`config.mk`:
```
export PLATFORM = sky130hd
export DESIGN_NAME = m68k_mem_arbiter
export DESIGN_NICKNAME = d
export VERILOG_FILES = /design/src/rtl/m68k_mem_arbiter_pkg.sv /design/src/rtl/m68k_mem_arbiter_spi_req_slot.sv /design/src/rtl/m68k_mem_arbiter.sv
export SDC_FILE = /design/constraint.sdc
export NUM_CORES = 1
export LEC_CHECK = 0
export BUFFER_PORTS_ARGS = -buffer_cell sky130_fd_sc_hd__clkbuf_2
export CAP_MARGIN = 30
export CORE_UTILIZATION = 30
export CTS_BUF_LIST = sky130_fd_sc_hd__clkbuf_4
export DETAILED_ROUTE_END_ITERATION = 7
export PLACE_DENSITY_LB_ADDON = 0.3
export SLEW_MARGIN = 40
export SYNTH_ARGS = -nofsm -noshare
export SYNTH_HDL_FRONTEND = slang
export SYNTH_HIERARCHICAL = 1
export SYNTH_SLANG_ARGS = --single-unit
```
`constraint.sdc`:
```
create_clock -name clk -period 9.95 [get_ports clk]
set_clock_uncertainty 0.2 [all_clocks]
set_input_delay 2.4875 -clock clk [delete_from_list [all_inputs] [get_ports clk]]
set_output_delay 2.4875 -clock clk [all_outputs]
set_load 0.1 [all_outputs]
```
`src/rtl/m68k_mem_arbiter_pkg.sv`:
```
// Shared types and helpers for the 68k / SPI-loader memory arbiter.
// Holds the FSM state encoding, byte-enable constants and the big-endian SPI lane map.
package m68k_bus_pkg;

    typedef enum logic [1:0] {
        IDLE    = 2'd0,
        CPU_ACC = 2'd1,
        CPU_END = 2'd2,
        SPI_ACC = 2'd3
    } arb_state_e;

    localparam logic [1:0] BE_NONE = 2'b00;
    localparam logic [1:0] BE_LO   = 2'b01;
    localparam logic [1:0] BE_HI   = 2'b10;
    localparam logic [1:0] BE_BOTH = 2'b11;

    localparam logic GRANT_CPU = 1'b0;
    localparam logic GRANT_SPI = 1'b1;

    // 68k is big-endian: even byte addresses live on the upper lane.
    function automatic logic [1:0] spi_lane_be(input logic a0);
        return a0 ? BE_LO : BE_HI;
    endfunction

    function automatic logic [7:0] spi_lane_byte(input logic a0, input logic [15:0] word);
        return a0 ? word[7:0] : word[15:8];
    endfunction

endpackage

```
`src/rtl/m68k_mem_arbiter_spi_req_slot.sv`:
```
// One-entry holding register for SPI loader byte accesses.
// Filters on the page byte, keeps the request until the arbiter clears it, and flags dropped strobes.
module spi_req_slot
    import m68k_bus_pkg::*;
#(
    parameter int         C_ADDR_BITS = 23,
    parameter logic [7:0] C_SPI_PAGE  = 8'h00
) (
    input  logic                   clk,
    input  logic                   reset_n,
    input  logic                   spi_wr_i,
    input  logic                   spi_rd_i,
    input  logic [31:0]            spi_addr_i,
    input  logic [7:0]             spi_wdata_i,
    input  logic                   clr_i,
    output logic                   vld_o,
    output logic                   we_o,
    output logic                   lane_o,
    output logic [1:0]             be_o,
    output logic [C_ADDR_BITS-1:0] addr_o,
    output logic [15:0]            wdata_o,
    output logic                   ovf_o
);

    logic                   vld_q;
    logic                   ovf_q;
    logic                   we_q;
    logic                   lane_q;
    logic [C_ADDR_BITS-1:0] addr_q;
    logic [7:0]             byte_q;
    logic                   hit;

    assign hit = (spi_wr_i | spi_rd_i) && (spi_addr_i[31:24] == C_SPI_PAGE);

    // A strobe landing while the slot is still occupied is lost, even on the clearing edge.
    always_ff @(posedge clk or negedge reset_n) begin
        if (!reset_n) begin
            vld_q <= 1'b0;
            ovf_q <= 1'b0;
        end else begin
            if (clr_i) begin
                vld_q <= 1'b0;
            end
            if (hit) begin
                if (vld_q) begin
                    ovf_q <= 1'b1;
                end else begin
                    vld_q <= 1'b1;
                end
            end
        end
    end

    always_ff @(posedge clk) begin
        if (hit && !vld_q) begin
            we_q   <= spi_wr_i;
            lane_q <= spi_addr_i[0];
            addr_q <= spi_addr_i[C_ADDR_BITS:1];
            byte_q <= spi_wdata_i;
        end
    end

    assign vld_o   = vld_q;
    assign ovf_o   = ovf_q;
    assign we_o    = we_q;
    assign lane_o  = lane_q;
    assign be_o    = spi_lane_be(lane_q);
    assign addr_o  = addr_q;
    assign wdata_o = {byte_q, byte_q};

endmodule

```
`src/rtl/m68k_mem_arbiter.sv`:
```
// Shares one 16-bit memory port between the fx68k bus and the SPI loader.
// Generates DTACKn/BERRn for the CPU and round-robins when both sides are waiting.
module m68k_mem_arbiter
    import m68k_bus_pkg::*;
#(
    parameter int         C_ADDR_BITS = 23,
    parameter int         C_TIMEOUT   = 255,
    parameter logic [7:0] C_SPI_PAGE  = 8'h00
) (
    input  logic                   clk,
    input  logic                   reset_n,
    input  logic                   cpu_as_n,
    input  logic                   cpu_uds_n,
    input  logic                   cpu_lds_n,
    input  logic                   cpu_rw,
    input  logic [C_ADDR_BITS-1:0] cpu_a,
    input  logic [15:0]            cpu_dout,
    output logic [15:0]            cpu_din,
    output logic                   cpu_dtack_n,
    output logic                   cpu_berr_n,
    input  logic                   spi_wr,
    input  logic                   spi_rd,
    input  logic [31:0]            spi_addr,
    input  logic [7:0]             spi_wdata,
    output logic [7:0]             spi_rdata,
    output logic                   spi_rvalid,
    output logic                   spi_ovf,
    output logic                   mem_req,
    output logic                   mem_we,
    output logic [1:0]             mem_be,
    output logic [C_ADDR_BITS-1:0] mem_addr,
    output logic [15:0]            mem_wdata,
    input  logic [15:0]            mem_rdata,
    input  logic                   mem_ack
);

    localparam logic [7:0] TMO_LAST = 8'(C_TIMEOUT - 1);

    arb_state_e             state_q;
    logic                   last_grant_q;
    logic [7:0]             tmo_q;
    logic [15:0]            cpu_din_q;
    logic                   dtack_n_q;
    logic                   berr_n_q;
    logic [7:0]             spi_rdata_q;
    logic                   spi_rvalid_q;
    logic                   mem_req_q;
    logic                   mem_we_q;
    logic [1:0]             mem_be_q;
    logic [C_ADDR_BITS-1:0] mem_addr_q;
    logic [15:0]            mem_wdata_q;

    logic                   slot_vld;
    logic                   slot_we;
    logic                   slot_lane;
    logic [1:0]             slot_be;
    logic [C_ADDR_BITS-1:0] slot_addr;
    logic [15:0]            slot_wdata;
    logic                   slot_clr;

    logic                   cpu_pend;
    logic                   pick_cpu;
    logic                   tmo_fire;

    assign cpu_pend = ~cpu_as_n & (~cpu_uds_n | ~cpu_lds_n);
    // Contention goes to whoever did not win last time.
    assign pick_cpu = cpu_pend & (~slot_vld | (last_grant_q == GRANT_SPI));
    assign tmo_fire = (tmo_q == TMO_LAST);
    assign slot_clr = (state_q == SPI_ACC) & (mem_ack | tmo_fire);

    spi_req_slot #(
        .C_ADDR_BITS (C_ADDR_BITS),
        .C_SPI_PAGE  (C_SPI_PAGE)
    ) u_slot (
        .clk         (clk),
        .reset_n     (reset_n),
        .spi_wr_i    (spi_wr),
        .spi_rd_i    (spi_rd),
        .spi_addr_i  (spi_addr),
        .spi_wdata_i (spi_wdata),
        .clr_i       (slot_clr),
        .vld_o       (slot_vld),
        .we_o        (slot_we),
        .lane_o      (slot_lane),
        .be_o        (slot_be),
        .addr_o      (slot_addr),
        .wdata_o     (slot_wdata),
        .ovf_o       (spi_ovf)
    );

    always_ff @(posedge clk or negedge reset_n) begin
        if (!reset_n) begin
            state_q      <= IDLE;
            last_grant_q <= GRANT_SPI;
            tmo_q        <= 8'd0;
            cpu_din_q    <= 16'd0;
            dtack_n_q    <= 1'b1;
            berr_n_q     <= 1'b1;
            spi_rdata_q  <= 8'd0;
            spi_rvalid_q <= 1'b0;
            mem_req_q    <= 1'b0;
            mem_we_q     <= 1'b0;
            mem_be_q     <= BE_NONE;
            mem_addr_q   <= '0;
            mem_wdata_q  <= 16'd0;
        end else begin
            spi_rvalid_q <= 1'b0;
            case (state_q)
                IDLE: begin
                    if (pick_cpu) begin
                        state_q      <= CPU_ACC;
                        last_grant_q <= GRANT_CPU;
                        tmo_q        <= 8'd0;
                        mem_req_q    <= 1'b1;
                        mem_we_q     <= ~cpu_rw;
                        mem_be_q     <= {~cpu_uds_n, ~cpu_lds_n};
                        mem_addr_q   <= cpu_a;
                        mem_wdata_q  <= cpu_dout;
                    end else if (slot_vld) begin
                        state_q      <= SPI_ACC;
                        last_grant_q <= GRANT_SPI;
                        tmo_q        <= 8'd0;
                        mem_req_q    <= 1'b1;
                        mem_we_q     <= slot_we;
                        mem_be_q     <= slot_be;
                        mem_addr_q   <= slot_addr;
                        mem_wdata_q  <= slot_wdata;
                    end
                end
                CPU_ACC: begin
                    if (mem_ack) begin
                        mem_req_q <= 1'b0;
                        dtack_n_q <= 1'b0;
                        if (!mem_we_q) begin
                            cpu_din_q <= mem_rdata;
                        end
                        state_q <= CPU_END;
                    end else if (tmo_fire) begin
                        mem_req_q <= 1'b0;
                        berr_n_q  <= 1'b0;
                        state_q   <= CPU_END;
                    end else begin
                        tmo_q <= tmo_q + 8'd1;
                    end
                end
                // Hold the acknowledge until the CPU ends its bus cycle.
                CPU_END: begin
                    if (cpu_as_n) begin
                        dtack_n_q <= 1'b1;
                        berr_n_q  <= 1'b1;
                        state_q   <= IDLE;
                    end
                end
                SPI_ACC: begin
                    if (mem_ack) begin
                        mem_req_q <= 1'b0;
                        if (!mem_we_q) begin
                            spi_rdata_q  <= spi_lane_byte(slot_lane, mem_rdata);
                            spi_rvalid_q <= 1'b1;
                        end
                        state_q <= IDLE;
                    end else if (tmo_fire) begin
                        mem_req_q <= 1'b0;
                        state_q   <= IDLE;
                    end else begin
                        tmo_q <= tmo_q + 8'd1;
                    end
                end
                default: state_q <= IDLE;
            endcase
        end
    end

    assign cpu_din     = cpu_din_q;
    assign cpu_dtack_n = dtack_n_q;
    assign cpu_berr_n  = berr_n_q;
    assign spi_rdata   = spi_rdata_q;
    assign spi_rvalid  = spi_rvalid_q;
    assign mem_req     = mem_req_q;
    assign mem_we      = mem_we_q;
    assign mem_be      = mem_be_q;
    assign mem_addr    = mem_addr_q;
    assign mem_wdata   = mem_wdata_q;

endmodule
```
* Yosys cells after proc, flatten, opt, wreduce, memory -nomap -nowiden
Cells that the tools add are included.
Storage, ports and cells: flip-flop bits (word level) 116, bits of input ports 104, logic and storage cells 105
Operators by class: $add $sub $neg 1, equal/unequal tests 14, multiplexer cells 40, bitwise gates (word level) 13, reduce and logical (&&, ||, !) cells 18
Operators with widths (count):
- 2-to-1 mux 23 bit | 2
- 2-to-1 mux 8 bit | 5
- 2-to-1 mux 16 bit | 2
- 2-to-1 mux 2 bit | 10
- 2-to-1 mux 1 bit | 16
- case mux 8 bit (2 select lines) | 1
- inequality test 2 bit (second input constant) | 6
- AND reduction 3 bit | 4
- AND reduction 4 bit | 3
- adder 8 x 1 -> 8 bit (second input constant) | 1
- equality test 8 bit (second input constant) | 1
- zero test 8 bit | 1
- case mux 2 bit (4 select lines) | 1
- inequality test 3 bit (second input constant) | 2
- inverter 1 bit | 6
- case mux 1 bit (2 select lines) | 3
- nonzero test 2 bit | 3
- equality test 2 bit (second input constant) | 2
- OR 1 bit | 4
- AND reduction 2 bit | 2
- bitwise AND 1 bit | 3
- inequality test 3 x 1 -> 1 bit (second input constant) | 1
- inequality test 3 x 2 -> 1 bit (second input constant) | 1
- equality test 2 x 1 -> 1 bit (second input constant) | 1
- other kinds (4) | 5

* Logic depth before layout (Yosys ltp)
Gate-level depths: netlist (run 1).
word-level depth 6, depth in mapped cells 7, mapped depth without buffers 7

* Modules after synthesis
Netlist (run 1), hierarchy kept.
Modules (own cells, without submodules):
- m68k_mem_arbiter | times used 1, cells an instance 330, area each 3688.5 um^2
- spi_req_slot | times used 1, cells an instance 54, area each 1168.6 um^2

* Least setup slack after synthesis (run 1)
No wires, ideal clock.
path type input to register, start point in spi_addr[27], end point reg u_slot.addr_q[0] (netlist: u_slot/addr_o[0]) (enable), setup time 0.506 ns, arrival time 6.327 ns, path slack 2.917 ns, stages 2, cells stage by stage or4_1 -> nor4_1
Between the ends: cells in the longest elaborated chain, start to end 3
RTL lines:
- from (decl) | line m68k_mem_arbiter.sv:23 | input logic [31:0] spi_addr,
- zero test 8 bit | line m68k_mem_arbiter_spi_req_slot.sv:33 | assign hit = (spi_wr_i | spi_rd_i) && (spi_addr_i[31:24] == C_SPI_PAGE);
- logical AND 1 bit | line m68k_mem_arbiter_spi_req_slot.sv:33
- logical AND 1 bit | line m68k_mem_arbiter_spi_req_slot.sv:55 | if (hit && !vld_q) begin
- to (signal assigned) | line m68k_mem_arbiter_spi_req_slot.sv:58 | addr_q <= spi_addr_i[C_ADDR_BITS:1];
- to (decl) | line m68k_mem_arbiter_spi_req_slot.sv:29 | logic [C_ADDR_BITS-1:0] addr_q;
Every way passes these cells. A chain may end at the register's enable or synchronous reset.

* Worst setup path in the final report (run 1)
start point reg berr_n_q (netlist: cpu_berr_n), end point out cpu_berr_n
RTL lines:
- from (decl) | line m68k_mem_arbiter.sv:44 | logic berr_n_q;
- from (signal assigned) | line m68k_mem_arbiter.sv:98 | berr_n_q <= 1'b1;
- from (signal assigned) | line m68k_mem_arbiter.sv:140 | berr_n_q <= 1'b0;
- from (signal assigned) | line m68k_mem_arbiter.sv:150 | berr_n_q <= 1'b1;
- to (decl) | line m68k_mem_arbiter.sv:20 | output logic cpu_berr_n,
No word-level cell between the ends.

==> results of run 1 <==
## synth_stat cells (3+ instances only)
cell type,instances
o21ai_0,55
mux2i_1,49
edfxtp_1,33
nor3_1,3
a21o_1,4
buf_4,16
nand3_1,4
or3_1,3
clkbuf_1,7
dfstp_2,3
nand2_1,55
buf_2,4
inv_1,7
nor2_1,4
a21oi_1,8
mux2_2,16
dfrtp_1,80
o41ai_1,3
## worst paths after layout
kind	start	to	slack [ns]	depth (start not counted)
min in group asynchronous	reset_n	cpu_din[5]	1.79	1
min reg2reg	mem_addr[3]	mem_addr[3]	0.29	2
min	mem_addr[3]	mem_addr[3]	0.29	2
max	cpu_berr_n	cpu_berr_n	5.71	1
max in group asynchronous	reset_n	mem_addr[4]	7.24	1
max reg2reg	u_slot/vld_o	mem_wdata[13]	7.65	5
## through the flow
| stage | hold slack [ns] | std cells | worst slack, ns | area [um^2] |
|---|---|---|---|---|
| after floorplan | 0.281 | 384 | 2.92 | 4860 |
| after global placement | 0.251 | 748 | 5.48 | 5850 |
| after detailed placement | 0.270 | 749 | 5.43 | 5870 |
| after CTS | 0.297 | 781 | 5.64 | 6130 |
| after global routing | 0.322 | 782 | 5.63 | 6160 |
| final | 0.289 | 782 | 5.71 | 6160 |
## cells by family (layout without fill, tap and decap cells)
group	after synthesis	count (layout)	share of synthesized area
AO/OA/AOI/OAI	81	81	0.0974
flip-flops	116	116	0.632
AND/OR/NAND/NOR	81	81	0.0783
multiplexers	65	65	0.138
buffers and inverters	37	219	0.0451
adder cells (fa/ha/maj)	2	2	0.00515
XOR/XNOR	2	2	0.00361
## layer usage
metal  track usage  share of wire  up-vias
met4        0.0602          0.015        0
met2         0.234           0.46      145
met1         0.160           0.42     1670
met3        0.0747           0.10       11
met5             0              0        -
li1              -              -     1696
## registers in the layout, summed over array words and instances, names as in the netlist
signal,count
mem_addr,23
cpu_berr_n,1
u_slot/byte_q,8
mem_we,1
spi_rvalid,1
mem_req,1
u_slot/lane_o,1
mem_wdata,16
u_slot/vld_o,1
cpu_dtack_n,1
last_grant_q,1
tmo_q,8
spi_rdata,8
u_slot/we_o,1
u_slot/ovf_o,1
mem_be,2
state_q,2
u_slot/addr_o,23
cpu_din,16
## layout make-up
cell class | count | area, um^2
Tap cell | 216 | 270
Fill cell | 1590 | 9670
Clock buffer | 17 | 128
Sequential cell | 116 | 3070
Clock inverter | 15 | 141
Inverter | 8 | 30.0
Timing Repair Buffer | 179 | 930
Multi-Input combinational cell | 231 | 1590
## cells in the final DEF, fill, tap and decap left out, drive strengths merged, types with 2 or more instances in the layout
cell type    n
a21oi        8
a22o         3
nor2         4
o211ai       2
nand2       55
edfxtp      33
nand2b       2
ha           2
or3          3
clkbuf     191
mux2        16
nor3         3
nand4        2
dfstp        3
o41ai        3
nand3        4
o2bb2ai      2
dfrtp       80
buf          5
or4          2
inv          8
clkinvlp     4
o21ai       56
mux2i       49
a21o         4
clkinv       9
bufinv       2
==> impl_metrics.toml, run 1 <==
[worst_setup_path]
crit_chain = "clkbuf_2"
end_kind = "primary output"
cpMaxStageDelayCell = "dfstp_2"
crit_fanout = 3
cp-start-kind = "flip-flop"
path_class = "reg -> out"
critPathTopFamily = "flip-flops"
crit_arrival_ns = 1.55
max_stage_delay_ns = 0.57
crit_buf_inv = 1
cp_data_required_time_ns = 7.26

[floorplan]
rows = 46
core_um2 = 15800
io-pin-count = 175
initial_utilization = 0.307
die-area_um2 = 16700
die_h_um = 129
die_x_um = 129

[global_routing]
overflow = 0
grt_pass1_vias = 3595
track_usage = 0.145
grt_max_degree = 89
antenna_found_initial = 0
grt_pass1_wl_mm = 17.9

[layout]
final_util = 0.389
drive_gt1_frac = 0.419
diodes = 0
area_delta_synth_final_pct = 26.8
nets = 659

[detailed_routing]
antenna_left = 0
vias = 3522
drt_first_pass_iters = 4
wl_mm = 11.6
drcViolationCount = 0
wl_per_cell_um = 14.8
vias_per_cell = 4.50
dr.first_iter.drc_count = 130

[yosys]
netlist.area_leader.share = 0.412
ys_warn_count = 6
syn_nets = 490
syn_area_um2 = 4860
synth.avg_cell_area_um2 = 12.6
ys_async_sr_fraction = 0.716
yosysUniqueCellTypes = 42
synth-edff-count = 33
synthCells = 384
synth_top_cell_by_area = "dfrtp_1"
synthTopCellsByArea = "dfrtp_1 (41%), edfxtp_1 (20%), mux2i_1 (10%)"
synth_flop_cell = "dfrtp_1"
synth-seq-area-share = 0.632
ys_seq_elements = 116

[clock_network]
clk_pin_slew_worst_paths_ns = 0.11
cts-root-buf = "clkbuf_4"
cts.sink_count = 116
cts_made_buffers = 17
cts.repair.resized = 0
clk_path_buf_depth = 2
holdBufCountCts = 0
cts_tree = "yes"
post_cts_buffers = 0
clk_latency_ns = 0.52
htree_levels = 4

[timing]
max-slew-margin-rel = 0.489
post-route-min-period_ns = 4.24
hold_viol = 0
timing.final.crit_share = 0.426
fin_tns_setup_ns = 0
worstMarginPinSlew_ns = 0.766
slew_viol_final = 0
finalSetupViolations = 0
rsz0062_at_grt = "false"
fmax_mhz = 236

[placement]
finalWeightedCongestion = 0.713
port_buffers = 174
hpwl_mm = 7.97

[worst_hold_path]
hp-class = "reg -> reg"

[run]
cap_violations = 0

[outcome]
status = "complete, no violations"
Power of run 1 is not shown: default switching activity piles up to over one toggle a cycle in this logic, so the estimate is an artifact.
==> inputs of run 2 (changes only) <==
==> constraint.sdc (replaced) <==
create_clock -name clk -period 3.5 [get_ports clk]
set_clock_uncertainty 0.2 [all_clocks]
set_input_delay 0.875 -clock clk [delete_from_list [all_inputs] [get_ports clk]]
set_output_delay 0.875 -clock clk [all_outputs]
set_load 0.1 [all_outputs]
==> impl_metrics.toml, run 2 (synthesized netlist as in run 1, its figures left out) <==
[worst_setup_path]
critPathTopFamily = "flip-flops"
regToRegSetupSlack_ns = 1.29
crit_buf_inv = 1
end_kind = "primary output"
r2r_cells = 5
crit_fanout = 3
cp_data_required_time_ns = 2.42
crit_chain = "clkbuf_2"
r2r-start = "u_slot/vld_o"
r2r_end = "mem_wdata[12]"
crit_arrival_ns = 1.54
max_stage_delay_ns = 0.57
path_class = "reg -> out"
cp_num_cells = 1
cpMaxStageDelayCell = "dfstp_2"
cp-start-kind = "flip-flop"

[placement]
placed_cell_area_um2 = 5910
port_buffers = 174
hpwl_mm = 8.13
finalWeightedCongestion = 0.721
place_inst = 752

[timing]
fin_tns_setup_ns = 0
slew_viol_final = 0
finalSetupViolations = 0
worstMarginPinSlew_ns = 0.613
post-route-min-period_ns = 2.61
fmax_mhz = 383
timing.final.crit_share = 0.747
rsz0062_at_grt = "false"
hold_viol = 0
max-slew-margin-rel = 0.592

[worst_hold_path]
hp-class = "in -> async"

[layout]
final_cell_mix = "clkbuf_2 (173), dfrtp_1 (80), o21ai_0 (55), nand2_1 (55), mux2i_1 (49)"
nets = 661
fin_area_um2 = 6210
stdcell_count = 784
final_util = 0.392
layout_commonest_cell = "clkbuf_2"
fill_cells = 1564
diodes = 0
area_delta_synth_final_pct = 27.8
drive_gt1_frac = 0.415

[detailed_routing]
wl_mm = 11.3
drt_first_pass_iters = 4
vias = 3557
vias_per_cell = 4.54
antenna_left = 0
wl_per_cell_um = 14.5
dr.first_iter.drc_count = 154
drcViolationCount = 0

[floorplan]
rows = 46
die-area_um2 = 16700
initial_utilization = 0.307
core_um2 = 15800
die_x_um = 129
io-pin-count = 175
die_h_um = 129

[global_routing]
antenna_found_initial = 0
grt_pass1_wl_mm = 17.9
grt_pass1_vias = 3541
overflow = 0
track_usage = 0.145
grt_max_degree = 55

[clock_network]
clk_latency_ns = 0.52
post_cts_buffers = 0
clk_pin_slew_worst_paths_ns = 0.11
htree_levels = 4
cts.repair.resized = 0
cts.sink_count = 116
cts_made_buffers = 17
clk_path_buf_depth = 2
holdBufCountCts = 0
cts-root-buf = "clkbuf_4"
cts_tree = "yes"

[run]
cap_violations = 0

[outcome]
status = "complete, no violations"
run 2: cell count changes in the layout (fill, tap and decap cells not counted), sizes merged:
cell	delta
clkinv	-1
clkinvlp	-2
bufinv	+2
buf	+3
run 2: per-stage QoR:
| stage | hold slack (ns) | setup slack, ns |
|---|---|---|
| after floorplan | 0.281 | 0.197 |
| after global routing | 0.113 | 0.793 |
| final | 0.134 | 0.887 |
| after global placement | 0.253 | 0.627 |
| after detailed placement | 0.258 | 0.620 |
| after CTS | 0.0990 | 0.810 |
run 2: cell type report:
cell class	instances	area, um^2	area share
well taps	216	270	0.0435
multi-input cells	231	1600	0.257
flip-flops and latches	116	3070	0.495
clock inverters	14	166	0.0268
repair buffers	181	938	0.151
clock buffers	18	135	0.0218
inverters	8	30.0	0.00484
run 2: worst max path at each step:
stage	from	endpoint	slack [ns]
CTS	cpu_berr_n	cpu_berr_n	0.81
finish	cpu_berr_n	cpu_berr_n	0.89
global placement	spi_addr[27]	u_slot/addr_o[3]	0.63
global route	cpu_berr_n	cpu_berr_n	0.79
floorplan	spi_addr[27]	u_slot/addr_o[0]	0.20
detailed placement	spi_addr[27]	u_slot/addr_o[2]	0.62
run 2: per-layer routing:
metal / global-route usage / share of wire
met4: 0.0644 / 0.014
met1: 0.164 / 0.43
met3: 0.0665 / 0.091
met2: 0.234 / 0.46
met5: 0 / 0
Power of run 2 is left out for the same reason.
==> inputs of run 3 (changes only) <==
--- a/config.mk
+++ b/config.mk
@@ -5,6 +5,7 @@
 export SDC_FILE = /design/constraint.sdc
 export NUM_CORES = 1
 export LEC_CHECK = 0
+export ABC_AREA = 1
 export BUFFER_PORTS_ARGS = -buffer_cell sky130_fd_sc_hd__clkbuf_2
 export CAP_MARGIN = 30
 export CORE_UTILIZATION = 30
==> constraint.sdc (replaced) <==
create_clock -name clk -period 2.6 [get_ports clk]
set_clock_uncertainty 0.2 [all_clocks]
set_input_delay 0.65 -clock clk [delete_from_list [all_inputs] [get_ports clk]]
set_output_delay 0.65 -clock clk [all_outputs]
set_load 0.1 [all_outputs]
==> impl_metrics.toml, run 3 <==
[outcome]
status = "complete, no violations"

[floorplan]
die-area_um2 = 17900
core_um2 = 16800
die_x_um = 134
initial_utilization = 0.310
die_h_um = 134
io-pin-count = 175
rows = 47

[timing]
whs_ns = 0.0859
fmax_mhz = 419
timing.final.crit_share = 0.917
max-slew-margin-rel = 0.577
worstMarginPinSlew_ns = 0.634
slew_viol_final = 0
rsz0062_at_grt = "false"
fin_tns_setup_ns = 0
finalSetupViolations = 0
hold_viol = 0
post-route-min-period_ns = 2.39

[detailed_routing]
dr.first_iter.drc_count = 158
wl_per_cell_um = 13.1
drt_first_pass_iters = 4
vias = 4231
drcViolationCount = 0
antenna_left = 0
wl_mm = 13.2
vias_per_cell = 4.21

[worst_setup_path]
cp_data_required_time_ns = 1.75
cp_num_cells = 1
r2r_cells = 9
crit_fanout = 2
crit_arrival_ns = 1.54
crit_buf_inv = 1
critPathTopFamily = "flip-flops"
end_kind = "primary output"
cp-start-kind = "flip-flop"
crit_start = "cpu_dtack_n"
path_class = "reg -> out"
max_stage_delay_ns = 0.56
r2r-start = "tmo_q[0]"
crit_chain = "clkbuf_2"
cpMaxStageDelayCell = "dfstp_2"

[yosys]
synth.avg_cell_area_um2 = 8.68
synthTopCellsByCount = "nand2_1 (238), dfrtp_1 (80), inv_1 (63)"
syn_nets = 705
synth.most_common_cell = "nand2_1"
synth-seq-area-share = 0.591
yosysUniqueCellTypes = 30
syn_area_um2 = 5200
netlist.area_leader.share = 0.385
synth_top_cell_by_area = "dfrtp_1"
synth_flop_cell = "dfrtp_1"
ys_async_sr_fraction = 0.716
ys_warn_count = 6
synthCells = 599
ys_seq_elements = 116
synth-edff-count = 33
synthTopCellsByArea = "dfrtp_1 (38%), edfxtp_1 (19%), nand2_1 (17%)"

[worst_hold_path]
hp-start = "spi_addr[14]"
hold_depth = 1
hp-class = "in -> reg"

[layout]
diodes = 0
layout_commonest_cell = "nand2_1"
fill_cells = 1723
final_cell_mix = "nand2_1 (238), clkbuf_2 (173), dfrtp_1 (80)"
drive_gt1_frac = 0.307
nets = 878
multi_input_area_um2 = 1640
regArea_um2 = 3070
area_delta_synth_final_pct = 26.1

[run]
cap_violations = 0

[clock_network]
cts.sink_count = 116
clk_path_buf_depth = 2
clk_pin_slew_worst_paths_ns = 0.12
post_cts_buffers = 0
cts_made_buffers = 17
htree_levels = 4
cts-root-buf = "clkbuf_4"
cts_tree = "yes"
clk_latency_ns = 0.53

[placement]
hpwl_mm = 9.55
port_buffers = 174
finalWeightedCongestion = 0.790

[global_routing]
track_usage = 0.158
antenna_found_initial = 0
overflow = 0
grt_max_degree = 61
grt_pass1_wl_mm = 21.1
grt_pass1_vias = 4143
## run 3: metal layers
metal / GRT usage / up-vias / routed length, um
li1: - / 2200 / -
met4: 0.0530 / 0 / 148
met1: 0.192 / 1873 / 5810
met3: 0.0681 / 11 / 1190
met5: 0 / - / 0
met2: 0.249 / 147 / 6030
## run 3: cell type report
type / instances / share of cell area
Clock buffer: 17 / 0.0195
Inverter: 67 / 0.0384
Multi-Input combinational cell: 381 / 0.250
Tap cell: 220 / 0.0420
Clock inverter: 15 / 0.0273
Sequential cell: 116 / 0.468
Timing Repair Buffer: 189 / 0.155
## run 3: cells by family (layout without fill, tap and decap cells)
group	Yosys count	in the layout	share of synthesized area
compound gates	70	70	0.0681
xor+xnor	2	2	0.00337
fa+ha+maj	2	2	0.00481
buf+inv	102	288	0.0943
flops	116	116	0.591
simple gates	307	307	0.239
## run 3: final timing paths
| path | slack, ns | end |
|---|---|---|
| max | 0.21 | cpu_dtack_n |
| min | 0.09 | u_slot/addr_o[13] |
| max reg2reg | 0.71 | state_q[1] |
| min reg2reg | 0.28 | cpu_berr_n |
| max in group asynchronous | 1.18 | mem_be[0] |
| min in group asynchronous | 0.38 | cpu_din[0] |
## run 3: per-stage QoR
stage | cell area, um^2 | std cells | util | setup WS (ns)
3_3_place_gp | 6240 | 972 | 0.372 | 0.572
4_1_cts | 6560 | 1005 | 0.391 | 0.144
2_1_floorplan | 5200 | 599 | - | 0.382
3_5_place_dp | 6240 | 972 | 0.372 | 0.551
6_report | 6560 | 1005 | 0.391 | 0.215
5_1_grt | 6560 | 1005 | 0.391 | 0.112
## run 3: timing repair
item / CTS / global route
gates resized for setup: 0 / 0
hold buffers: 1 / 0
hold endpoints to repair: 26 / 0
Power of run 3 is left out for the same reason.
